===== src/rtl/topolar_arb_pkg.sv =====
// Shared types for the topolar arbiter: FSM state encoding, default data width
// and the requester-index width helper.
package topolar_arb_pkg;

  typedef enum logic [1:0] {
    ARB   = 2'd0,
    ISSUE = 2'd1,
    BUSY  = 2'd2,
    RESP  = 2'd3
  } state_t;

  localparam int DEF_W = 32;

  function automatic int id_w(input int n);
    return (n <= 2) ? 1 : $clog2(n);
  endfunction

endpackage


===== src/rtl/topolar_arbiter_if.sv =====
// Bundle of requester, CORDIC and result signals for topolar_arbiter.
// TOPOLAR_ARB_TIMEOUT_EN adds the sticky watchdog error flag err.
interface topolar_arbiter_if #(
  parameter int NREQ = 4,
  parameter int W    = topolar_arb_pkg::DEF_W
);
  import topolar_arb_pkg::*;

  localparam int IDW = id_w(NREQ);

  // Every handshake here is valid/ready: a word moves on a rising clk edge where
  // both are high; valid never waits on ready and the payload holds until taken.
  logic [NREQ-1:0]   req_vld;
  logic [NREQ-1:0]   req_rdy;
  logic [NREQ*W-1:0] req_x;
  logic [NREQ*W-1:0] req_y;
  logic              c_vld;
  logic [W-1:0]      c_x;
  logic [W-1:0]      c_y;
  logic              c_ready;
  logic              c_ovld;
  logic [W-1:0]      c_mag;
  logic [W-1:0]      c_phase;
  logic              res_vld;
  logic              res_rdy;
  logic [IDW-1:0]    res_id;
  logic [W-1:0]      res_mag;
  logic [W-1:0]      res_phase;
  logic              busy;
  state_t            dbg_state;
  logic [IDW-1:0]    dbg_rr_ptr;
`ifdef TOPOLAR_ARB_TIMEOUT_EN
  logic              err;
`endif

  modport master (
    input  req_vld, req_x, req_y, c_ready, c_ovld, c_mag, c_phase, res_rdy,
    output req_rdy, c_vld, c_x, c_y, res_vld, res_id, res_mag, res_phase,
           busy, dbg_state, dbg_rr_ptr
`ifdef TOPOLAR_ARB_TIMEOUT_EN
    , output err
`endif
  );

  modport slave (
    output req_vld, req_x, req_y, c_ready, c_ovld, c_mag, c_phase, res_rdy,
    input  req_rdy, c_vld, c_x, c_y, res_vld, res_id, res_mag, res_phase,
           busy, dbg_state, dbg_rr_ptr
`ifdef TOPOLAR_ARB_TIMEOUT_EN
    , input err
`endif
  );

endinterface


===== src/rtl/topolar_arbiter_rr_pick.sv =====
// Combinational round-robin picker: first set request at or after i_ptr,
// wrapping past NREQ-1 back to 0.
module rr_pick
  import topolar_arb_pkg::*;
#(
  parameter int NREQ = 4,
  parameter int IDW  = 2
) (
  input  logic [NREQ-1:0] i_req,
  input  logic [IDW-1:0]  i_ptr,
  output logic [NREQ-1:0] o_gnt,
  output logic [IDW-1:0]  o_idx,
  output logic            o_any
);

  function automatic logic [IDW-1:0] slot(input logic [IDW-1:0] p, input int k);
    int s;
    s = (int'(p) + k) % NREQ;
    return IDW'(s);
  endfunction

  always_comb begin
    o_gnt = '0;
    o_idx = '0;
    o_any = 1'b0;
    for (int k = 0; k < NREQ; k++) begin
      if (!o_any && i_req[slot(i_ptr, k)]) begin
        o_any               = 1'b1;
        o_gnt[slot(i_ptr, k)] = 1'b1;
        o_idx               = slot(i_ptr, k);
      end
    end
  end

endmodule


===== src/rtl/topolar_arbiter.sv =====
// Round-robin share of one rectangular-to-polar CORDIC among NREQ requesters.
// Optional BUSY watchdog and sticky err output under TOPOLAR_ARB_TIMEOUT_EN.
module topolar_arbiter
  import topolar_arb_pkg::*;
#(
  parameter int NREQ    = 4,
  parameter int W       = DEF_W,
  parameter int TIMEOUT = 64
) (
  input logic               clk,
  input logic               arstn,
  topolar_arbiter_if.master bus
);

  localparam int IDW = id_w(NREQ);

  state_t          r_state;
  state_t          w_next;
  logic [IDW-1:0]  r_rr_ptr;
  logic [IDW-1:0]  r_id;
  logic [W-1:0]    r_x;
  logic [W-1:0]    r_y;
  logic [W-1:0]    r_mag;
  logic [W-1:0]    r_phase;
  logic            r_res_vld;

  logic [NREQ-1:0] w_gnt;
  logic [IDW-1:0]  w_gnt_idx;
  logic            w_any;
  logic [IDW-1:0]  w_ptr_nxt;
  logic [W-1:0]    w_sel_x;
  logic [W-1:0]    w_sel_y;
  logic            w_take;
  logic            w_done;
  logic            w_tmo;
  logic            w_accept;
  logic            w_wd_hit;

  rr_pick #(.NREQ(NREQ), .IDW(IDW)) u_pick (
    .i_req (bus.req_vld),
    .i_ptr (r_rr_ptr),
    .o_gnt (w_gnt),
    .o_idx (w_gnt_idx),
    .o_any (w_any)
  );

  assign w_ptr_nxt = (w_gnt_idx == IDW'(NREQ - 1)) ? '0 : w_gnt_idx + IDW'(1);

  always_comb begin
    w_sel_x = '0;
    w_sel_y = '0;
    for (int i = 0; i < NREQ; i++) begin
      if (w_gnt[i]) begin
        w_sel_x = bus.req_x[i*W +: W];
        w_sel_y = bus.req_y[i*W +: W];
      end
    end
  end

  // A new grant waits for both an idle CORDIC and an accepted previous result,
  // which is the only backpressure path since the CORDIC cannot stall.
  always_comb begin
    w_next   = r_state;
    w_take   = 1'b0;
    w_done   = 1'b0;
    w_tmo    = 1'b0;
    w_accept = 1'b0;
    case (r_state)
      ARB: begin
        if (bus.c_ready && w_any) begin
          w_take = 1'b1;
          w_next = ISSUE;
        end
      end
      ISSUE: w_next = BUSY;
      BUSY: begin
        if (bus.c_ovld) begin
          w_done = 1'b1;
          w_next = RESP;
        end else if (w_wd_hit) begin
          w_tmo  = 1'b1;
          w_next = RESP;
        end
      end
      RESP: begin
        if (r_res_vld && bus.res_rdy) begin
          w_accept = 1'b1;
          w_next   = ARB;
        end
      end
      default: w_next = ARB;
    endcase
  end

  always_ff @(posedge clk) begin
    if (!arstn) begin
      r_state   <= ARB;
      r_rr_ptr  <= '0;
      r_id      <= '0;
      r_x       <= '0;
      r_y       <= '0;
      r_mag     <= '0;
      r_phase   <= '0;
      r_res_vld <= 1'b0;
    end else begin
      r_state <= w_next;
      if (w_take) begin
        r_x      <= w_sel_x;
        r_y      <= w_sel_y;
        r_id     <= w_gnt_idx;
        r_rr_ptr <= w_ptr_nxt;
      end
      if (w_done) begin
        r_mag     <= bus.c_mag;
        r_phase   <= bus.c_phase;
        r_res_vld <= 1'b1;
      end else if (w_tmo) begin
        r_mag     <= '0;
        r_phase   <= '0;
        r_res_vld <= 1'b1;
      end else if (w_accept) begin
        r_res_vld <= 1'b0;
      end
    end
  end

`ifdef TOPOLAR_ARB_TIMEOUT_EN
  localparam int CW = $clog2(TIMEOUT + 1);
  logic [CW-1:0] r_wdog;
  logic          r_err;

  assign w_wd_hit = (r_wdog == CW'(TIMEOUT));
  assign bus.err  = r_err;

  always_ff @(posedge clk) begin
    if (!arstn) begin
      r_wdog <= '0;
      r_err  <= 1'b0;
    end else begin
      if (r_state == ISSUE) begin
        r_wdog <= '0;
      end else if (r_state == BUSY && !w_wd_hit) begin
        r_wdog <= r_wdog + CW'(1);
      end
      if (w_tmo) begin
        r_err <= 1'b1;
      end
    end
  end
`else
  assign w_wd_hit = 1'b0;
`endif

  assign bus.req_rdy    = w_take ? w_gnt : '0;
  assign bus.c_vld      = (r_state == ISSUE);
  assign bus.c_x        = r_x;
  assign bus.c_y        = r_y;
  assign bus.res_vld    = r_res_vld;
  assign bus.res_id     = r_id;
  assign bus.res_mag    = r_mag;
  assign bus.res_phase  = r_phase;
  assign bus.busy       = (r_state != ARB);
  assign bus.dbg_state  = r_state;
  assign bus.dbg_rr_ptr = r_rr_ptr;

endmodule


===== src/flat_wrapper.sv =====
// flat-port wrapper written by rule: the top's interface ports become plain ports
module topolar_arbiter_flat import topolar_arb_pkg::*;
#(
  parameter int NREQ    = 4,
  parameter int W       = DEF_W,
  parameter int TIMEOUT = 64
)
  (clk, arstn, bus_req_vld, bus_req_x, bus_req_y, bus_c_ready, bus_c_ovld, bus_c_mag, bus_c_phase, bus_res_rdy, bus_req_rdy, bus_c_vld, bus_c_x, bus_c_y, bus_res_vld, bus_res_id, bus_res_mag, bus_res_phase, bus_busy, bus_dbg_state, bus_dbg_rr_ptr);
  topolar_arbiter_if #(.NREQ(NREQ), .W(W)) bus_i ();
  input logic clk;
  input logic arstn;
  input wire logic [$bits(bus_i.req_vld)-1:0] bus_req_vld;
  input wire logic [$bits(bus_i.req_x)-1:0] bus_req_x;
  input wire logic [$bits(bus_i.req_y)-1:0] bus_req_y;
  input wire logic [$bits(bus_i.c_ready)-1:0] bus_c_ready;
  input wire logic [$bits(bus_i.c_ovld)-1:0] bus_c_ovld;
  input wire logic [$bits(bus_i.c_mag)-1:0] bus_c_mag;
  input wire logic [$bits(bus_i.c_phase)-1:0] bus_c_phase;
  input wire logic [$bits(bus_i.res_rdy)-1:0] bus_res_rdy;
  output wire logic [$bits(bus_i.req_rdy)-1:0] bus_req_rdy;
  output wire logic [$bits(bus_i.c_vld)-1:0] bus_c_vld;
  output wire logic [$bits(bus_i.c_x)-1:0] bus_c_x;
  output wire logic [$bits(bus_i.c_y)-1:0] bus_c_y;
  output wire logic [$bits(bus_i.res_vld)-1:0] bus_res_vld;
  output wire logic [$bits(bus_i.res_id)-1:0] bus_res_id;
  output wire logic [$bits(bus_i.res_mag)-1:0] bus_res_mag;
  output wire logic [$bits(bus_i.res_phase)-1:0] bus_res_phase;
  output wire logic [$bits(bus_i.busy)-1:0] bus_busy;
  output wire logic [$bits(bus_i.dbg_state)-1:0] bus_dbg_state;
  output wire logic [$bits(bus_i.dbg_rr_ptr)-1:0] bus_dbg_rr_ptr;
  assign bus_i.req_vld = bus_req_vld;
  assign bus_i.req_x = bus_req_x;
  assign bus_i.req_y = bus_req_y;
  assign bus_i.c_ready = bus_c_ready;
  assign bus_i.c_ovld = bus_c_ovld;
  assign bus_i.c_mag = bus_c_mag;
  assign bus_i.c_phase = bus_c_phase;
  assign bus_i.res_rdy = bus_res_rdy;
  assign bus_req_rdy = bus_i.req_rdy;
  assign bus_c_vld = bus_i.c_vld;
  assign bus_c_x = bus_i.c_x;
  assign bus_c_y = bus_i.c_y;
  assign bus_res_vld = bus_i.res_vld;
  assign bus_res_id = bus_i.res_id;
  assign bus_res_mag = bus_i.res_mag;
  assign bus_res_phase = bus_i.res_phase;
  assign bus_busy = bus_i.busy;
  assign bus_dbg_state = bus_i.dbg_state;
  assign bus_dbg_rr_ptr = bus_i.dbg_rr_ptr;
  topolar_arbiter #(.NREQ(NREQ), .W(W), .TIMEOUT(TIMEOUT)) u_core (.clk(clk), .arstn(arstn), .bus(bus_i));
endmodule

===== config.mk =====
export PLATFORM = sky130hd
export DESIGN_NAME = topolar_arbiter_flat
export DESIGN_NICKNAME = d
export VERILOG_FILES = /design/src/rtl/topolar_arb_pkg.sv /design/src/rtl/topolar_arbiter_if.sv /design/src/rtl/topolar_arbiter_rr_pick.sv /design/src/rtl/topolar_arbiter.sv /design/src/flat_wrapper.sv
export SDC_FILE = /design/constraint.sdc
export NUM_CORES = 1
export LEC_CHECK = 0
export CELL_PAD_IN_SITES_DETAIL_PLACEMENT = 0
export CELL_PAD_IN_SITES_GLOBAL_PLACEMENT = 1
export CORE_AREA = 2 2 182 184
export DETAILED_ROUTE_END_ITERATION = 10
export DIE_AREA = 0 0 184 186
export PLACE_DENSITY = 0.85
export SLEW_MARGIN = 20
export SYNTH_ARGS = -nofsm -noshare
export SYNTH_HDL_FRONTEND = slang
export SYNTH_SLANG_ARGS = --single-unit

===== constraint.sdc =====
create_clock -name clk -period 3.74 [get_ports clk]
set_input_delay 0.374 -clock clk [delete_from_list [all_inputs] [get_ports clk]]
set_output_delay 0.374 -clock clk [all_outputs]
set_load 0.01 [all_outputs]

== Word-level counts from Yosys, hierarchy flattened ==
Cells that the tools add are included.

* Add/subtract/negate cells: 4
* Magnitude comparators: 8
* Equal/unequal tests: 7
* Multiplexer cells: 52
* Bitwise logic cells: 3
* Reduce and logical (&&, ||, !) cells: 16

{| class="wikitable"
|+ Operators with widths
! cell !! count
|-
| $mux 32 || 10
|-
| $mux 1 || 20
|-
| $mux 4 || 5
|-
| $mux 2 || 8
|-
| $lt 2x3->1 const B || 4
|-
| $or 4x4->4 || 3
|-
| $logic_and 1x1->1 || 9
|-
| $bmux 1 s2 || 4
|-
| $demux 1 s2 || 4
|-
| $ge 2x1->1 const B || 4
|-
| $pmux 2 s4 || 1
|-
| $eq 2x2->1 const B || 3
|-
| $add 2x1->2 const B || 2
|-
| $add 2x2->2 const B || 2
|-
| $ne 2x1->1 const B || 2
|-
| $reduce_bool 2->1 || 2
|-
| $logic_not 1->1 || 3
|-
| $reduce_and 3->1 || 1
|-
| $eq 2x1->1 const B || 1
|-
| $logic_not 2->1 || 1
|-
| $ne 2x2->1 const B || 1
|}

* Register bits: 135
* Input bits: 329
* Output and inout bits: 141

== Depth between registers and ports, before layout ==
Gate-level depths: netlist of the first run.

* Depth in word-level cells: 16
* Mapped depth: 12
* Mapped depth without buffers: 8

== Modules after synthesis ==
A second synthesis of the first run with hierarchy kept.

* Cell total of the unflattened synthesis: 954
* Area total of the unflattened synthesis: 7,423.4 um2

{| class="wikitable"
|+ By module, submodules not included
! module !! instances !! cells an instance !! area an instance (um2) !! seq. area each (um2)
|-
| topolar_arbiter || 1 || 909 || 7,004.2 || 2,702.6
|-
| rr_pick || 1 || 45 || 419.2 || 0.0
|}

== Worst setup path after synthesis of the first run ==
No wires, ideal clock.

* Path type: reg-to-output
* Start: reg with a tool-made name
* End: out bus_req_rdy[1]
* Data arrival time: 2,921 ps
* Data required time: 3,366 ps
* Slack: 445 ps
* Cell stages (with the launch flop): 11
* Path through: dfxtp_1 buf_2 inv_1 ha_1 mux4_2 nand3b_1 a2bb2oi_1 a21o_1 buf_2 buf_2 and2_1

{| class="wikitable"
|+ RTL lines
! item !! line !! RTL
|-
| end: declaration || flat_wrapper.sv:20 || <nowiki>output wire logic [$bits(bus_i.req_rdy)-1:0] bus_req_rdy;</nowiki>
|}

== Final worst setup path of the first run ==
* Start: reg u_core.r_rr_ptr[1], in the netlist u_core.bus.dbg_rr_ptr[1]
* End: out bus_req_rdy[1]

* Cells in the longest elaborated chain, start to end: 16

{| class="wikitable"
|+ RTL lines
! item !! line !! RTL
|-
| start: declaration || topolar_arbiter.sv:19 || <nowiki>logic [IDW-1:0] r_rr_ptr;</nowiki>
|-
| start signal: assignment || topolar_arbiter.sv:111 || <nowiki>r_rr_ptr <= w_ptr_nxt;</nowiki>
|-
| parallel branches: the longest is 15 deep, another holds $lt 2x3->1 || - ||
|-
| $mux 4 (*) || topolar_arbiter.sv:154 || <nowiki>assign bus.req_rdy = w_take ? w_gnt : '0;</nowiki>
|}

Mark *: on every way between the ends. The select of a mux whose other input is x is not followed.

==> results of run 1 <==
==> metrics by stage <==
| step | setup slack, ns | area [sq um] | util [%] | hold slack, ns |
|---|---|---|---|---|
| 3_3_place_gp | 0.3416 | 12850 | 39.90 | 0.4408 |
| 5_1_grt | 0.06629 | 13470 | 41.84 | 0.4592 |
| 6_report | 0.2130 | 13480 | 41.85 | 0.4522 |
| 4_1_cts | 0.03668 | 13430 | 41.70 | 0.4420 |
| 2_1_floorplan | 0.4452 | 7777 | - | 0.4805 |
| 3_5_place_dp | 0.3037 | 12850 | 39.90 | 0.4462 |
==> layout by cell type, fill, tap and decap left out, types with 9 or more instances in the layout <==
| master | Yosys | layout |
|---|---|---|
| sky130_fd_sc_hd__clkdlybuf4s50_1 | 0 | 468 |
| sky130_fd_sc_hd__nand2_1 | 200 | 199 |
| sky130_fd_sc_hd__dfxtp_1 | 135 | 135 |
| sky130_fd_sc_hd__a21oi_1 | 77 | 77 |
| sky130_fd_sc_hd__o22ai_1 | 65 | 64 |
| sky130_fd_sc_hd__nand4_1 | 64 | 64 |
| sky130_fd_sc_hd__a221oi_2 | 60 | 60 |
| sky130_fd_sc_hd__nor3_2 | 60 | 60 |
| sky130_fd_sc_hd__o21ai_1 | 54 | 53 |
| sky130_fd_sc_hd__buf_4 | 2 | 21 |
| sky130_fd_sc_hd__clkbuf_16 | 0 | 17 |
| sky130_fd_sc_hd__ha_1 | 11 | 10 |
| sky130_fd_sc_hd__o21ai_2 | 9 | 9 |
| sky130_fd_sc_hd__o21ai_0 | 9 | 9 |
==> worst max-delay path, stage by stage, from the launching register on <==
cell and delay (ns):
sky130_fd_sc_hd__dfxtp_1 0.32, sky130_fd_sc_hd__inv_1 0.12, sky130_fd_sc_hd__ha_4 0.38, sky130_fd_sc_hd__mux4_2 0.60, sky130_fd_sc_hd__nand3b_1 0.21, sky130_fd_sc_hd__a2bb2oi_2 0.24
sky130_fd_sc_hd__a21o_4 0.14, sky130_fd_sc_hd__and2_1 0.12, sky130_fd_sc_hd__clkdlybuf4s50_1 0.60
==> cell type report <==
type | count | share of cell area, %
Antenna cell | 4 | 0.07427
Multi-Input combinational cell | 678 | 34.77
Tap cell | 408 | 3.788
Timing Repair Buffer | 496 | 36.91
Clock inverter | 13 | 0.8913
Inverter | 8 | 0.2228
Sequential cell | 135 | 20.05
Clock buffer | 19 | 3.287
==> path summary, 6_finish.rpt <==
| check | from | to | slack (ns) | depth (start not counted) |
|---|---|---|---|---|
| worst min register to register | u_core.bus.res_mag[5] | u_core.bus.res_mag[5] | 0.45 | 2 |
| worst min-delay path | u_core.bus.res_mag[5] | u_core.bus.res_mag[5] | 0.45 | 2 |
| worst max register to register | u_core.bus.dbg_rr_ptr[1] | u_core.bus.c_y[10] | 0.64 | 9 |
| worst max-delay path | u_core.bus.dbg_rr_ptr[1] | bus_req_rdy[1] | 0.21 | 8 |
==> synth_stat cells (3+ instances only) <==
master                        n
sky130_fd_sc_hd__a21oi_1     77
sky130_fd_sc_hd__a221oi_1     5
sky130_fd_sc_hd__a221oi_2    60
sky130_fd_sc_hd__buf_1        4
sky130_fd_sc_hd__buf_2       24
sky130_fd_sc_hd__buf_6       12
sky130_fd_sc_hd__clkbuf_1    51
sky130_fd_sc_hd__dfxtp_1    135
sky130_fd_sc_hd__ha_1        11
sky130_fd_sc_hd__inv_1        7
sky130_fd_sc_hd__mux4_2       3
sky130_fd_sc_hd__nand2_1    200
sky130_fd_sc_hd__nand3b_1     7
sky130_fd_sc_hd__nand4_1     64
sky130_fd_sc_hd__nor2_1       9
sky130_fd_sc_hd__nor2b_1      3
sky130_fd_sc_hd__nor3_1       6
sky130_fd_sc_hd__nor3_2      60
sky130_fd_sc_hd__o21ai_0      9
sky130_fd_sc_hd__o21ai_1     54
sky130_fd_sc_hd__o21ai_2      9
sky130_fd_sc_hd__o22ai_1     65
sky130_fd_sc_hd__o2bb2ai_1    3
sky130_fd_sc_hd__or3_1        3
==> kinds of logic (layout without fill, tap and decap cells) <==
| family | Yosys count | after routing | share of synthesized area [%] |
|---|---|---|---|
| compound gates | 303 | 303 | 30.55 |
| mux | 6 | 6 | 1.271 |
| buf+inv | 101 | 536 | 6.515 |
| xor+xnor | 1 | 1 | 0.1126 |
| fa+ha+maj | 11 | 11 | 1.770 |
| simple gates | 357 | 357 | 25.03 |
| flops | 135 | 135 | 34.75 |
| other cells | 0 | 4 | 0 |
==> sequential cells by signal, summed over array words and instances, names as in the netlist, named ones only <==
| name | flops |
|---|---|
| u_core.bus.c_x | 32 |
| u_core.bus.res_phase | 32 |
| u_core.bus.res_vld | 1 |
| u_core.bus.res_mag | 32 |
| u_core.bus.dbg_state | 2 |
| u_core.bus.dbg_rr_ptr | 1 |
| u_core.bus.res_id | 2 |
| u_core.bus.c_y | 32 |
==> what timing repair did <==
item / CTS / global route
setup endpoints to repair: 2 / 2
pin swaps: 0 / 0
hold endpoints to repair: 0 / 0
gates resized for setup: 3 / 1
==> per-layer routing <==
metal | up-vias | part of all wire, % | track usage, %
li1 | 4289 | - | -
met1 | 4290 | 38 | 21.66
met2 | 384 | 51 | 36.38
met3 | 37 | 9.1 | 6.868
met4 | 0 | 2.4 | 7.872
met5 | - | 0 | 0
==> where the power goes <==
| group | internal [W] | switching [W] |
|---|---|---|
| registers | 0.00188 | 0.000332 |
| clock network | 0.000938 | 0.000721 |
| logic | 0.00281 | 0.00348 |
| total | 0.00563 | 0.00453 |
==> results summary, run 1 <==
The flow ran to the end, and the final reports show no timing, DRC or antenna violations. Summed over all instances, the cell type with the most area after synthesis is sky130_fd_sc_hd__dfxtp_1. The residual DRC count is 0. The required time at the worst-slack endpoint is 3.37 ns. The initial antenna violation count is 5. The share of synthesized area occupied by flip-flops and latches is 34.75%. The worst-case vdd ir drop is 0.6142 mV. The achievable frequency is 283.5 MHz. The fraction of layout instances using a drive strength above 1 came out at 15.64%. The maximum fanout along the worst path is 13.

The area fraction of the dominant cell type after synthesis is 34.75%. In this run, post-CTS hold repair placed 0 buffers. Counting distinct cell types in the post-synthesis netlist gives 49.

The smallest clock period supported by the final layout is computed as 3.527 ns. The clock-pin slew on the worst setup and hold paths is 0.06 ns. The part of the cycle the worst path needs is 94.30%. The sequential cell area came out at 2703 sq um. Dividing the detail-routed wire length by the instance count gives 20.15 um. The number of pins exceeding their max-slew limit in the final report came out at 0.

The sum of net half-perimeters after detailed placement is 24.47 mm. The count of endpoints failing hold in the final timing report came out at 0. Global routing consumed, over all layers together, 20.16% of the routing resources. The overall routed net length came out at 35.48 mm. The number of flip-flops and latches in the synthesized netlist came out at 135. The number of synthesized flops with an enable pin is 0. At the pin with the least slew margin, the transition time is 0.8485 ns. The most used flip-flop cell after synthesis is sky130_fd_sc_hd__dfxtp_1. The core region is 32,210 sq um. The area growth from synthesis to layout came out at 73.28%.

The synthesized area divided by synthesized cell count is 8.509 sq um. The area of combinational cells with multiple inputs came out at 4686 sq um. The setup total negative slack came out at 0 ns. The critical setup path kind is flip-flop to primary output. The final setup violation count is 0. The setup skew after layout came out at 0.008594 ns. The tool flagged a number of max-cap violations equal to 0. In this run the deepest clock path goes through 2 buffers. After the last flow step, the layout net total stands at 1,676. The number of input and output port buffers inserted came out at 469. Setup repair after global routing left no endpoint under its margin.

The floorplan die area came out at 34,220 sq um. In this run the vertical extent of the chip is 186 um. The number of synthesis warnings is 0. STA classifies the critical path endpoint as a primary output. The final estimated routing congestion in global placement came out at 0.7664. For this design the ratio of total power to cell area is 753.6 nW/um^2. The number of instances in the placed design is 1,724. The first-pass iteration count of the detailed router came out at 5. The cell sitting at the root of the clock tree is a sky130_fd_sc_hd__clkbuf_16.

The via count normalized by instance count came out at 5.111. The initial cell density of the core came out at 24.15%. The remaining global-route overflow came out at 0. The number of DRC markers after the initial detailed-route iteration came out at 380. The relative max-transition margin is 43.43%. Counting the fill cells in the layout gives 3,183. The TritonCTS clock tree is done. The initialized floorplan defines 66 standard-cell rows.

The count of non-filler cells in the finished layout came out at 1,761. In this run the post-CTS setup repair buffer count came out at 0. The insertion delay of the later-clocked pin in the worst-skew pair is 0.44 ns.

The combined area of all synthesized cells came out at 7777 sq um. The number of ports placed on the die boundary came out at 470. STA classifies the critical path startpoint as a flip-flop.

The level count of the clock H-tree came out at 4. The arrival time of data at the critical path endpoint came out at 3.15 ns. The worst hold path belongs to the class flip-flop to flip-flop.

The die width is 184 um. The via count came out at 9,000. By area the synthesized netlist is led by sky130_fd_sc_hd__dfxtp_1 35%, sky130_fd_sc_hd__a221oi_2 12%, sky130_fd_sc_hd__nand2_1 9.7%. The fraction of registers with async set or reset after synthesis came out at 0%. The via count of the first global-routing pass was 9,297. The first global-routing pass estimated 52.94 mm of wire. The overall power of the completed layout came out at 0.01016 W.

The leakage dissipation is 4.533 nW. The pin count of the biggest net entering global routing is 66. TritonCTS created 17 clock buffers. After technology mapping, the gate count stands at 914.

The TritonCTS sink count is 135. The synthesized netlist net count came out at 1,254. The number of nets with antenna violations after routing is 0.
(Power assumes the default switching activity.)
==> run 2, diff against run 1 <==
Settings changed: HOLD_SLACK_MARGIN from default to 0.02.
==> results of run 2 <==
Same layout as run 1: the final DEF is identical, and so are final timing and power.
==> run 3, diff against run 2 <==
Settings changed: PLACE_DENSITY 0.85 to 0.78.
==> run 3 against run 2 <==
Effect of this change: clock skew up 0.00092 ns; core utilization about the same; maximum frequency down 0.99%; combinational power barely moved; clock power about the same; via count is 0.26% lower; register-to-register slack lost 0.36 ns; critical path type unchanged.
==> results summary, run 3 (synthesis results as in run 1) <==
The run finished with clean final reports. The pin count of the biggest net entering global routing came out at 66 (unchanged). The combinational group share of total power was 62.0% (about the same). The max-capacitance violation count came out at 0 (unchanged). The fraction of power spent switching nets is 44.76% (+0.15 points). The signal on the critical path passes through inv_1 > ha_2 > mux4_2 > buf_4 > nand3b_1 > o2bb2ai_4 > a21oi_1 > buf_4 > clkdlybuf4s50_1.

The final setup violation count came to 0 (unchanged). TritonCTS built the clock tree. The arrival time of data at the critical path endpoint is 3.19 ns (+0.04 ns). The worst hold path begins at u_core.bus.res_mag[28]. The worst register-to-register path ends at u_core.bus.c_x[24]. The critical path is of the flip-flop to primary output type. The number of hold buffers added after cts is 0 (unchanged). The initial cell density of the core was 24.15% (unchanged). The number of CTS-inserted buffers came out at 17 (unchanged).

In this run the worst hold path is classified as flip-flop to flip-flop. The shortest period the worst path allows is 3.562 ns (+0.03514 ns). In the layout the commonest cells are 467 x sky130_fd_sc_hd__clkdlybuf4s50_1, 199 x sky130_fd_sc_hd__nand2_1, 135 x sky130_fd_sc_hd__dfxtp_1, 76 x sky130_fd_sc_hd__a21oi_1. The via count of the first global-routing pass came out at 9,143 (-1.7%). The die width is 184 um (unchanged). The number of cells on the worst hold path is 2 (unchanged). The chip height is 186 um (unchanged). The fraction of layout instances using a drive strength above 1 is 16.10% (+0.46 points). Setup repair after global routing left no endpoint under its margin. The setup total negative slack came to 0 ns (unchanged).

The residual DRC count came out at 0 (unchanged). The core region area was 32,210 sq um (unchanged). The first-pass iteration count of the detailed router is 4 (-1).

The worst setup path is captured at a primary output. Clock tree synthesis selected as its root buffer the cell sky130_fd_sc_hd__clkbuf_16. The count of endpoints failing hold in the final timing report is 0 (unchanged). The power share of the clock group is 16.1% (-0.2 points). The standard-cell row count came out at 66 (unchanged). The number of input and output port buffers inserted came out at 469 (unchanged). The TritonCTS sink count was 135 (unchanged).

The via count normalized by instance count was 5.083 (-0.54%). The level count of the clock H-tree came out at 4 (unchanged). The remaining global-route overflow was 0 (unchanged). The number of DRC markers after the initial detailed-route iteration came out at 437 (+15%).

The floorplan die area is 34,220 sq um (unchanged). The power per cell area came out at 755.2 nW/um^2 (+0.21%). The maximum fanout along the worst path came out at 8 (-5). The setup skew after layout is 0.009512 ns (+0.0009183 ns).

The insertion delay of the later-clocked pin in the worst-skew pair came out at 0.44 ns (about the same). The final estimated routing congestion in global placement came out at 0.8384 (+9.4%). The count of non-filler cells in the finished layout came out at 1,766 (+0.28%). The final layout net count came out at 1,682 (+0.36%).

Leaving out fill and tap cells, the most frequent cell in the layout is sky130_fd_sc_hd__clkdlybuf4s50_1. The slowest stage of the critical path belongs to the cell sky130_fd_sc_hd__clkdlybuf4s50_1. The worst-case vdd ir drop was 0.6295 mV (+2.5%). The maximum buffer depth of the clock tree came to 2 (unchanged). The sum of net half-perimeters after detailed placement is 25.57 mm (+4.5%). The achievable frequency is 280.7 MHz (-0.99%). The start of the worst register-to-register path is u_core.bus.dbg_rr_ptr[1]. The leakage dissipation is 4.556 nW (+0.52%). The number of ports placed on the die boundary came out at 470 (unchanged). The number of nets with antenna violations after routing came to 0 (unchanged). The detail-routed net length per standard cell came out at 20.95 um (+4.0%). The total of fill cells in the finished design came out at 3,215 (+1.0%). The initial antenna violation count came out at 4 (-1). The setup slack of the worst register-to-register path came out at 0.28 ns (-0.36 ns).

The part of the power in registers is 21.9% (about the same). The endpoint of the worst hold-timing path is u_core.bus.res_mag[28]. The area growth from synthesis to layout is 73.13% (about the same).

Among the stages of the critical path, the cell type that occurs most often is sky130_fd_sc_hd__buf_4. The required time at the worst-slack endpoint was 3.37 ns (about the same). The path length in cells of the critical path came out at 9 (+1). The number of pins exceeding their max-slew limit in the final report is 0 (unchanged). The internal power component is 0.005618 W (-0.14%).

The worst setup path is launched from a flip-flop. The worst-case reg-to-reg path depth came out at 10 (+1). The relative max-transition margin is 35.51% (-7.9 points). The clock-pin slew on the worst setup and hold paths came out at 0.06 ns (about the same).

The first-pass GRT wire length is 54.09 mm (+2.2%). The transition time at the pin with the least slew margin is 0.9673 ns (+0.1188 ns). The via count is 8,977 (-0.26%). On the critical path the largest part of the delay comes from buffers and inverters. The part of the cycle the worst path needs came out at 95.24% (+0.94 points). The global-route usage over all layers came out at 20.81% (+0.65 points). The number of buffers and inverters on the critical path came to 4 (+2).

The number of instances in the placed design is 1,729 (+0.29%). The stage delay of the slowest cell on the critical path came out at 0.56 ns (-0.04 ns). The power dissipated by switching net loads came to 0.004551 W (+0.45%).

The overall routed net length came out at 36.99 mm (+4.3%).
## run 3: timing repair
action | in CTS | in global routing
gates resized for setup | 3 | 4
buffers inserted | 2 | 0
endpoints found under the setup margin | 2 | 3
pin swaps | 0 | 1
## run 3: per-layer routing
layer	global-route usage [%]	wire length (um)	part of all wire (%)
met4	9.792	962	2.6
met1	23.16	14560	39
met5	0	0	0
met3	7.024	3418	9.2
met2	35.79	18050	49
## run 3: worst reg2reg max path, delay by kind of cell (launching register included)
kind | cells | cell delay (ns)
AOI/OAI and AO/OA | 3 | 1.37
muxes | 1 | 0.54
buffers and inverters | 3 | 0.44
adders and majority gates | 1 | 0.40
DFF | 1 | 0.33
and+or+nand+nor | 2 | 0.27
## run 3: layout make-up
type                    instances  area, sq um  share of cell area, %
diodes                          4        10.01                0.07434
clock inverters                13        107.6                 0.7991
repair buffers                502         4981                  36.99
multi-input cells             678         4684                  34.79
well taps                     408        510.5                  3.791
inverters                       8        30.03                 0.2230
flip-flops and latches        135         2703                  20.07
clock buffers                  18        439.2                  3.261
## run 3: through the flow
stage	power, W	area (sq um)	utilization (%)	hold slack (ns)	worst slack (ns)
floorplan	0.006185	7777	-	0.4805	0.4452
global placement	0.008459	12860	39.94	0.4408	0.06740
detailed placement	0.008544	12860	39.94	0.4462	-0.01517
CTS	0.01028	13430	41.71	0.4482	0.02677
global route	0.01081	13470	41.81	0.4626	0.02573
finish	0.01017	13470	41.81	0.4526	0.1779
## run 3: worst max-delay path by stage
stage,startpoint,to
global route,u_core.bus.dbg_rr_ptr[1],bus_req_rdy[2]
detailed placement,bus_req_vld[0],u_core.bus.c_x[29]
CTS,u_core.bus.dbg_rr_ptr[1],bus_req_rdy[3]
floorplan,flip-flop,bus_req_rdy[1]
finish,u_core.bus.dbg_rr_ptr[1],bus_req_rdy[2]
global placement,bus_req_vld[0],u_core.bus.c_x[27]
## run 3: power by group through the flow
stage	combinational (W)	sequential, W	clock (W)
floorplan	0.00379	0.00240	0
global placement	0.00622	0.00224	0
detailed placement	0.00630	0.00225	0
CTS	0.00636	0.00222	0.00170
global route	0.00679	0.00227	0.00175
finish	0.00630	0.00223	0.00164
